File: config.mk
export PLATFORM = sky130hd
export DESIGN_NAME = census_stream_ctrl
export DESIGN_NICKNAME = d
export VERILOG_FILES = /design/src/rtl/census_stream_ctrl.sv
export SDC_FILE = /design/constraint.sdc
export NUM_CORES = 1
export LEC_CHECK = 0
export ABC_AREA = 1
export CAP_MARGIN = 40
export CORE_MARGIN = 2
export CORE_UTILIZATION = 40
export DETAILED_ROUTE_END_ITERATION = 6
export SLEW_MARGIN = 5
export SYNTH_ARGS = -nofsm -noshare
export SYNTH_HDL_FRONTEND = slang
export SYNTH_SLANG_ARGS = --single-unit
export TNS_END_PERCENT = 5
File: constraint.sdc
create_clock -name clk -period 2.4 [get_ports clk]
set_input_delay 0.24 -clock clk [delete_from_list [all_inputs] [get_ports clk]]
set_output_delay 0.24 -clock clk [all_outputs]
set_load 0.005 [all_outputs]
File: src/rtl/census_stream_ctrl.sv
// Flow controller for the 9x7 census core: turns a valid/ready pixel stream into
// the core's en strobe, flushes the core after each frame and tags its outputs.
module census_stream_ctrl #(
   parameter int IMAGE_WIDTH  = 640,
   parameter int IMAGE_HEIGHT = 480,
   parameter int BUSDATAWID   = 9,
   parameter int CORE_LATENCY = 3*IMAGE_WIDTH+6
) (
   input  logic                  clk,
   input  logic                  rst_n,
   input  logic                  s_valid,
   output logic                  s_ready,
   input  logic [7:0]            s_pix,
   input  logic                  s_sof,
   input  logic                  s_eol,
   output logic                  core_en,
   output logic [BUSDATAWID-1:0] core_data,
   output logic                  core_sof,
   output logic                  core_eol,
   output logic                  m_valid,
   input  logic                  m_ready,
   output logic                  m_sof,
   output logic                  m_eol,
   output logic                  m_border,
   output logic                  frame_done,
   output logic                  err_sync
);
   localparam int CW = (IMAGE_WIDTH  > 1) ? $clog2(IMAGE_WIDTH)  : 1;
   localparam int RW = (IMAGE_HEIGHT > 1) ? $clog2(IMAGE_HEIGHT) : 1;
   localparam int NW = $clog2(IMAGE_WIDTH*IMAGE_HEIGHT + CORE_LATENCY + 1);
   localparam int FW = $clog2(CORE_LATENCY + 1);

   localparam logic [CW-1:0] LAST_COL = CW'(IMAGE_WIDTH-1);
   localparam logic [RW-1:0] LAST_ROW = RW'(IMAGE_HEIGHT-1);
   localparam logic [CW-1:0] COL_LO   = CW'(4);
   localparam logic [CW-1:0] COL_HI   = CW'(IMAGE_WIDTH-5);
   localparam logic [RW-1:0] ROW_LO   = RW'(3);
   localparam logic [RW-1:0] ROW_HI   = RW'(IMAGE_HEIGHT-4);
   localparam logic [NW-1:0] LAT_N    = NW'(CORE_LATENCY);
   localparam logic [FW-1:0] LAT_F    = FW'(CORE_LATENCY);

   typedef enum logic [1:0] {IDLE, RUN, FLUSH} state_t;

   state_t        state, nextState;
   logic [CW-1:0] inCol, outCol;
   logic [RW-1:0] inRow, outRow;
   logic [NW-1:0] stepCnt, stepNext;
   logic [FW-1:0] flushCnt;
   logic          hold, accept, sofStep, lastOut;

   assign hold     = m_valid & ~m_ready;
   assign accept   = m_valid & m_ready;
   assign lastOut  = (outCol == LAST_COL) & (outRow == LAST_ROW);
   assign stepNext = stepCnt + NW'(1);
   // Any stepped SOF pixel (IDLE start or mid-frame restart) is step 1 of a new frame.
   assign sofStep  = core_en & s_sof & (state != FLUSH);

   assign core_data  = (state == FLUSH) ? '0 : BUSDATAWID'({s_sof, s_pix});
   assign core_sof   = (state != FLUSH) & s_sof;
   assign core_eol   = (state != FLUSH) & s_eol;
   assign frame_done = accept & lastOut;
   assign m_sof      = m_valid & (outRow == '0) & (outCol == '0);
   assign m_eol      = m_valid & (outCol == LAST_COL);
   assign m_border   = m_valid & ((outRow < ROW_LO) | (outRow > ROW_HI) |
                                  (outCol < COL_LO) | (outCol > COL_HI));

   always_ff @(posedge clk or negedge rst_n) begin
      if (!rst_n) state <= IDLE;
      else        state <= nextState;
   end

   always_comb begin
      nextState = state;
      s_ready   = 1'b0;
      core_en   = 1'b0;
      err_sync  = 1'b0;
      case (state)
         IDLE: begin
            s_ready = 1'b1;
            core_en = s_valid & s_sof;
            if (s_valid & s_sof) nextState = RUN;
         end
         RUN: begin
            s_ready = ~hold;
            core_en = s_valid & ~hold;
            if (s_valid & ~hold) begin
               if (s_sof) err_sync = 1'b1;
               else begin
                  err_sync = s_eol ^ (inCol == LAST_COL);
                  if ((inCol == LAST_COL) && (inRow == LAST_ROW)) nextState = FLUSH;
               end
            end
         end
         FLUSH: begin
            core_en = ~hold & (flushCnt != LAT_F);
            if (frame_done) nextState = IDLE;
         end
         default: nextState = IDLE;
      endcase
   end

   always_ff @(posedge clk or negedge rst_n) begin
      if (!rst_n) begin
         inCol    <= '0;
         inRow    <= '0;
         outCol   <= '0;
         outRow   <= '0;
         stepCnt  <= '0;
         flushCnt <= '0;
         m_valid  <= 1'b0;
      end else begin
         // Framing errors are flagged but counting stays positional.
         if (sofStep) begin
            inCol <= CW'(1);
            inRow <= '0;
         end else if (core_en && state == RUN) begin
            if (inCol == LAST_COL) begin
               inCol <= '0;
               inRow <= (inRow == LAST_ROW) ? '0 : inRow + RW'(1);
            end else begin
               inCol <= inCol + CW'(1);
            end
         end

         flushCnt <= (state != FLUSH) ? '0 : flushCnt + FW'(core_en);

         if (sofStep)         stepCnt <= NW'(1);
         else if (frame_done) stepCnt <= '0;
         else if (core_en)    stepCnt <= stepNext;

         if (sofStep)                          m_valid <= 1'b0;
         else if (core_en && stepNext > LAT_N) m_valid <= 1'b1;
         else if (m_ready)                     m_valid <= 1'b0;

         if (sofStep || frame_done) begin
            outCol <= '0;
            outRow <= '0;
         end else if (accept) begin
            if (outCol == LAST_COL) begin
               outCol <= '0;
               outRow <= (outRow == LAST_ROW) ? '0 : outRow + RW'(1);
            end else begin
               outCol <= outCol + CW'(1);
            end
         end
      end
   end
endmodule

==> metrics.md <==
| Metric | Value |
|---|---|
| Status | `finished, final reports clean` |
| Worst-path cell chain | `ha_2 -> nand3_4 -> nor2_4 -> nand2_2 -> nor2_4 -> inv_2 -> nor2_4 -> clkdlybuf4s50_1` |
| WP data required | `2.16 ns` |
| Asr flop ratio synth | `100%` |
| Pre-CTS WS | `-0.267 ns` |
| Initial drt markers | `193` |
| Post-Syn Nets | `approximately 620` |
| Synth Flop Type | `dfrtp_1` |
| Post-synthesis xor/xnor area fraction | `between 4 and 5%` |
| Vias in the first global route | `about 4,000` |
| Worst slew pin tran | `roughly 0.5 ns` |
| Die height | `roughly 110 um` |
| Hpwl dp | `between 7000 and 8000 um` |
| Die area | `approximately 0.012 mm2` |
| FF+latch count, synth | `between 70 and 80` |
| Worst path slowest cell | `clkdlybuf4s50_1` |
| DRT Pass-1 Iters | `4` |
| Yosys top cell area share | `between 30% and 40%` |
| Post-layout util | `about half` |
| CTS clock-pin slew for the worst setup and hold paths | `roughly 0.060 ns` |
| Clock sinks | `~70` |
| Rel. slew slack | `approximately two thirds` |
| Final Hold Fails | `0` |
| M1 GR Usage | `roughly a quarter` |
| CP max stage delay | `about 0.5 ns` |
| RSZ-0062 raised after global routing | `true` |
| Mux cell area share after synthesis | `less than 1%` |
| Site Rows | `38` |
| Ratio of cells with drive above 1 in the final layout | `between 10% and 20%` |
| VDD IR max | `about 0.00033 V` |
| Max clock buf depth | `2` |
| Initial antenna violation count | `0` |
| Core area | `roughly 0.011 mm2` |
| Startpoint class of the critical path | `flop` |
| Crit path DAT | `around 2.1 ns` |
| Comb power frac | `a little under a third` |
| Slew Viols, Final | `0` |
| Yosys cell types | `48` |
| Critical path buffers and inverters | `2` |
| Num CTS Buffers | `9` |
| Top delay family on crit path | `buffers and inverters` |
| Routed wire per std cell | `approximately 13 um` |
| Mean Syn Cell Area | `7.58 um2` |
| CP Max Fanout | `5` |
| Hold_ws | `about 0.44 ns` |
| Most common library cells after synthesis | `nand2_1 (128), inv_1 (82), nor2_1 (75), dfrtp_1 (71), nand3_1 (43)` |
| Main combinational cell family by area after synthesis | `simple AND/OR/NAND/NOR gates` |
| Max-cap violations | `0` |
| Critical path type | `flop to primary output` |
| Top cells by area, synth | `dfrtp_1 (39%), nand2_1 (11%), inv_1 (6.8%), nor2_1 (6.2%), nand3_1 (4.8%)` |
| IO buf count | `32` |
| PD cells | `roughly 760 mW/mm2` |
| Post-route minimum period | `2.33 ns` |
| Sequential power share | `39.7%` |
| Drc violations | `0` |
| Most common cell on crit path | `nor2_4` |
| WL final | `roughly 10,000 um` |
| # setup viols final | `0` |
| Synth warn | `0` |
| Post-Place Cells | `between 700 and 800` |
| Clock power share | `29.6%` |
| Post-Place Cell Area | `approximately 0.005 mm2` |
| Fin cells | `806` |
| Num ports | `33` |
| Global-route wire length before repair | `between 15,000 and 20,000 um` |
| Final period utilization | `97.0%` |
| H-tree Lvls | `3` |
| Vias | `approximately 4,000` |
| GRT Total Usage | `between 10% and 20%` |
| CP startpoint | `outCol[1]` |
| Post-synthesis compound-gate area fraction | `11.5%` |
| Most Used Layer, Global Route | `met2` |
| Min-delay worst type | `input port to flop` |
| Clk root buf | `clkbuf_16` |
| Nets | `685` |
| GRT Residual Overflow | `0` |
| Antenna diodes | `0` |
| Count leader, synth | `nand2_1` |
| Simple-Gate Fraction of Synth Area | `32.4%` |
| Initial Utilization | `roughly two fifths` |
| Sw Share | `between 30% and 40%` |
| Leak | `around 0.0026 uW` |
| Largest net degree at the start of global routing | `72` |
| Worst R2R Start | `m_valid` |
| Peak Freq | `430 MHz` |
| Hold_sp | `m_ready` |
| CTS tree | `done` |
| Final Worst Setup Slack | `between 0.07 and 0.08 ns` |
| Critical Path Sink Type | `primary output` |
| Clock Latency Late Sink | `between 0.3 and 0.4 ns` |
| Vias per cell | `approximately 5` |
| Netlist Area Pre-Place | `0.00451 mm2` |
| Sequential area share after synthesis | `between 30% and 40%` |
| Area delta synth->final | `23.7%` |
| Die W | `110 um` |
| Grt met2 use | `between 30% and 40%` |
| Internal Power | `2740 uW` |
| Post-Syn Instances | `around 600` |
| P_sw | `around 1500 uW` |
| GP Congestion | `a little under 0.9` |
| Antenna-violating nets left | `0` |
| Grt met3 use | `roughly 3.4%` |
| Worst Skew | `between 0.01 and 0.015 ns` |
| Post-Synth Adder-Cell Area | `roughly 2.8%` |
| Fin area | `between 0.005 and 0.006 mm2` |
| Post-synth EDFFs | `0` |
| Area leader, netlist | `dfrtp_1` |
path summary, 6_finish.rpt:
check                               end  slack [ns]  cells after the start
setup / recovery             frame_done        0.07                      8
hold / removal                  m_valid        0.44                      5
setup reg to reg           flushCnt[10]        0.17                     18
hold reg to reg                inRow[0]        0.52                      1
max in group asynchronous      inRow[2]        1.62                      3
min in group asynchronous   stepCnt[17]        0.45                      3
power by group through the flow:
stage / clock (uW) / combinational [uW] / sequential [uW]
2_1_floorplan: 0 / 867 / 1630
3_3_place_gp: 0 / 1210 / 1670
3_5_place_dp: 0 / 1230 / 1680
4_1_cts: 1280 / 1240 / 1660
5_1_grt: 1340 / 1480 / 1710
6_report: 1250 / 1300 / 1680
logic make-up (layout without fill, tap and decap cells):
kind of cell	Yosys count	after routing
buffers and inverters	99	170
flip-flops	71	71
multiplexers	1	1
AO/OA/AOI/OAI	78	78
AND/OR/NAND/NOR	315	315
XOR/XNOR	21	21
adder cells (fa/ha/maj)	10	10
stage by stage:
step	setup TNS, ns	total power, uW
detailed placement	-0.428	2910
global placement	-0.225	2880
floorplan	0	2500
global route	-0.154	4530
CTS	-0.00369	4180
finish	0	4220
worst register-to-register path, delay by kind of cell, from the launching register on:
family	cells	cell delay (ns)
and+or+nand+nor	11	1.12
DFF	1	0.39
adders and majority gates	2	0.26
buffers and inverters	3	0.18
AOI/OAI and AO/OA	2	0.17
area by class of cell:
class                           count  area [um2]
Sequential cell                    71        1780
Multi-Input combinational cell    425        2410
Tap cell                          140         175
Fill cell                        1071        5360
Clock inverter                      3        17.5
Clock buffer                       13         260
Inverter                           89         337
Timing Repair Buffer               65         607
per-layer routing:
metal / vias to the layer above / share of wire (%) / wire length (um)
met4: 0 / 1.4 / 144
met2: 64 / 48 / 5010
li1: 2081 / - / -
met3: 9 / 2.7 / 282
met1: 1894 / 48 / 4990
met5: - / 0 / 0
placed cells by master (no fill, tap or decap), types with 2 or more instances in the layout:
master           instances
a21oi_1                 22
buf_12                   3
buf_4                   29
clkbuf_1                 2
clkbuf_16                9
clkbuf_8                 2
clkdlybuf4s50_1         28
clkinv_2                 2
dfrtp_1                 71
dlymetal6s2s_1           2
ha_1                     6
ha_4                     3
inv_1                   81
inv_2                    6
nand2_1                127
nand2_2                  4
nand2_4                  3
nand3_1                 42
nand3_2                  4
nand3_4                  3
nand4_1                 18
nor2_1                  73
nor2_2                   6
nor2_4                   4
nor3_1                  18
nor3_2                   2
nor4_1                   3
o211ai_1                 2
o21ai_0                 23
o21ai_1                  7
o22ai_1                  5
o22ai_2                  9
o31ai_2                  3
xnor2_1                  3
xor2_1                  18
flip-flops by register name, summed over array words and instances, names as in the netlist:
signal    flops
stepCnt      19
flushCnt     11
inCol        10
outCol       10
inRow         9
outRow        9
state         2
m_valid       1
what timing repair did:
| item | in CTS | in global routing |
|---|---|---|
| hold buffers | 1 | 0 |
| hold endpoints to repair | 71 | 0 |
| resized for setup | 9 | 17 |
| pin swaps | 0 | 13 |
| buffers inserted | 0 | 11 |
| endpoints found under the setup margin | 4 | 4 |
| gates cloned | 0 | 0 |
(Power assumes the default switching activity.)
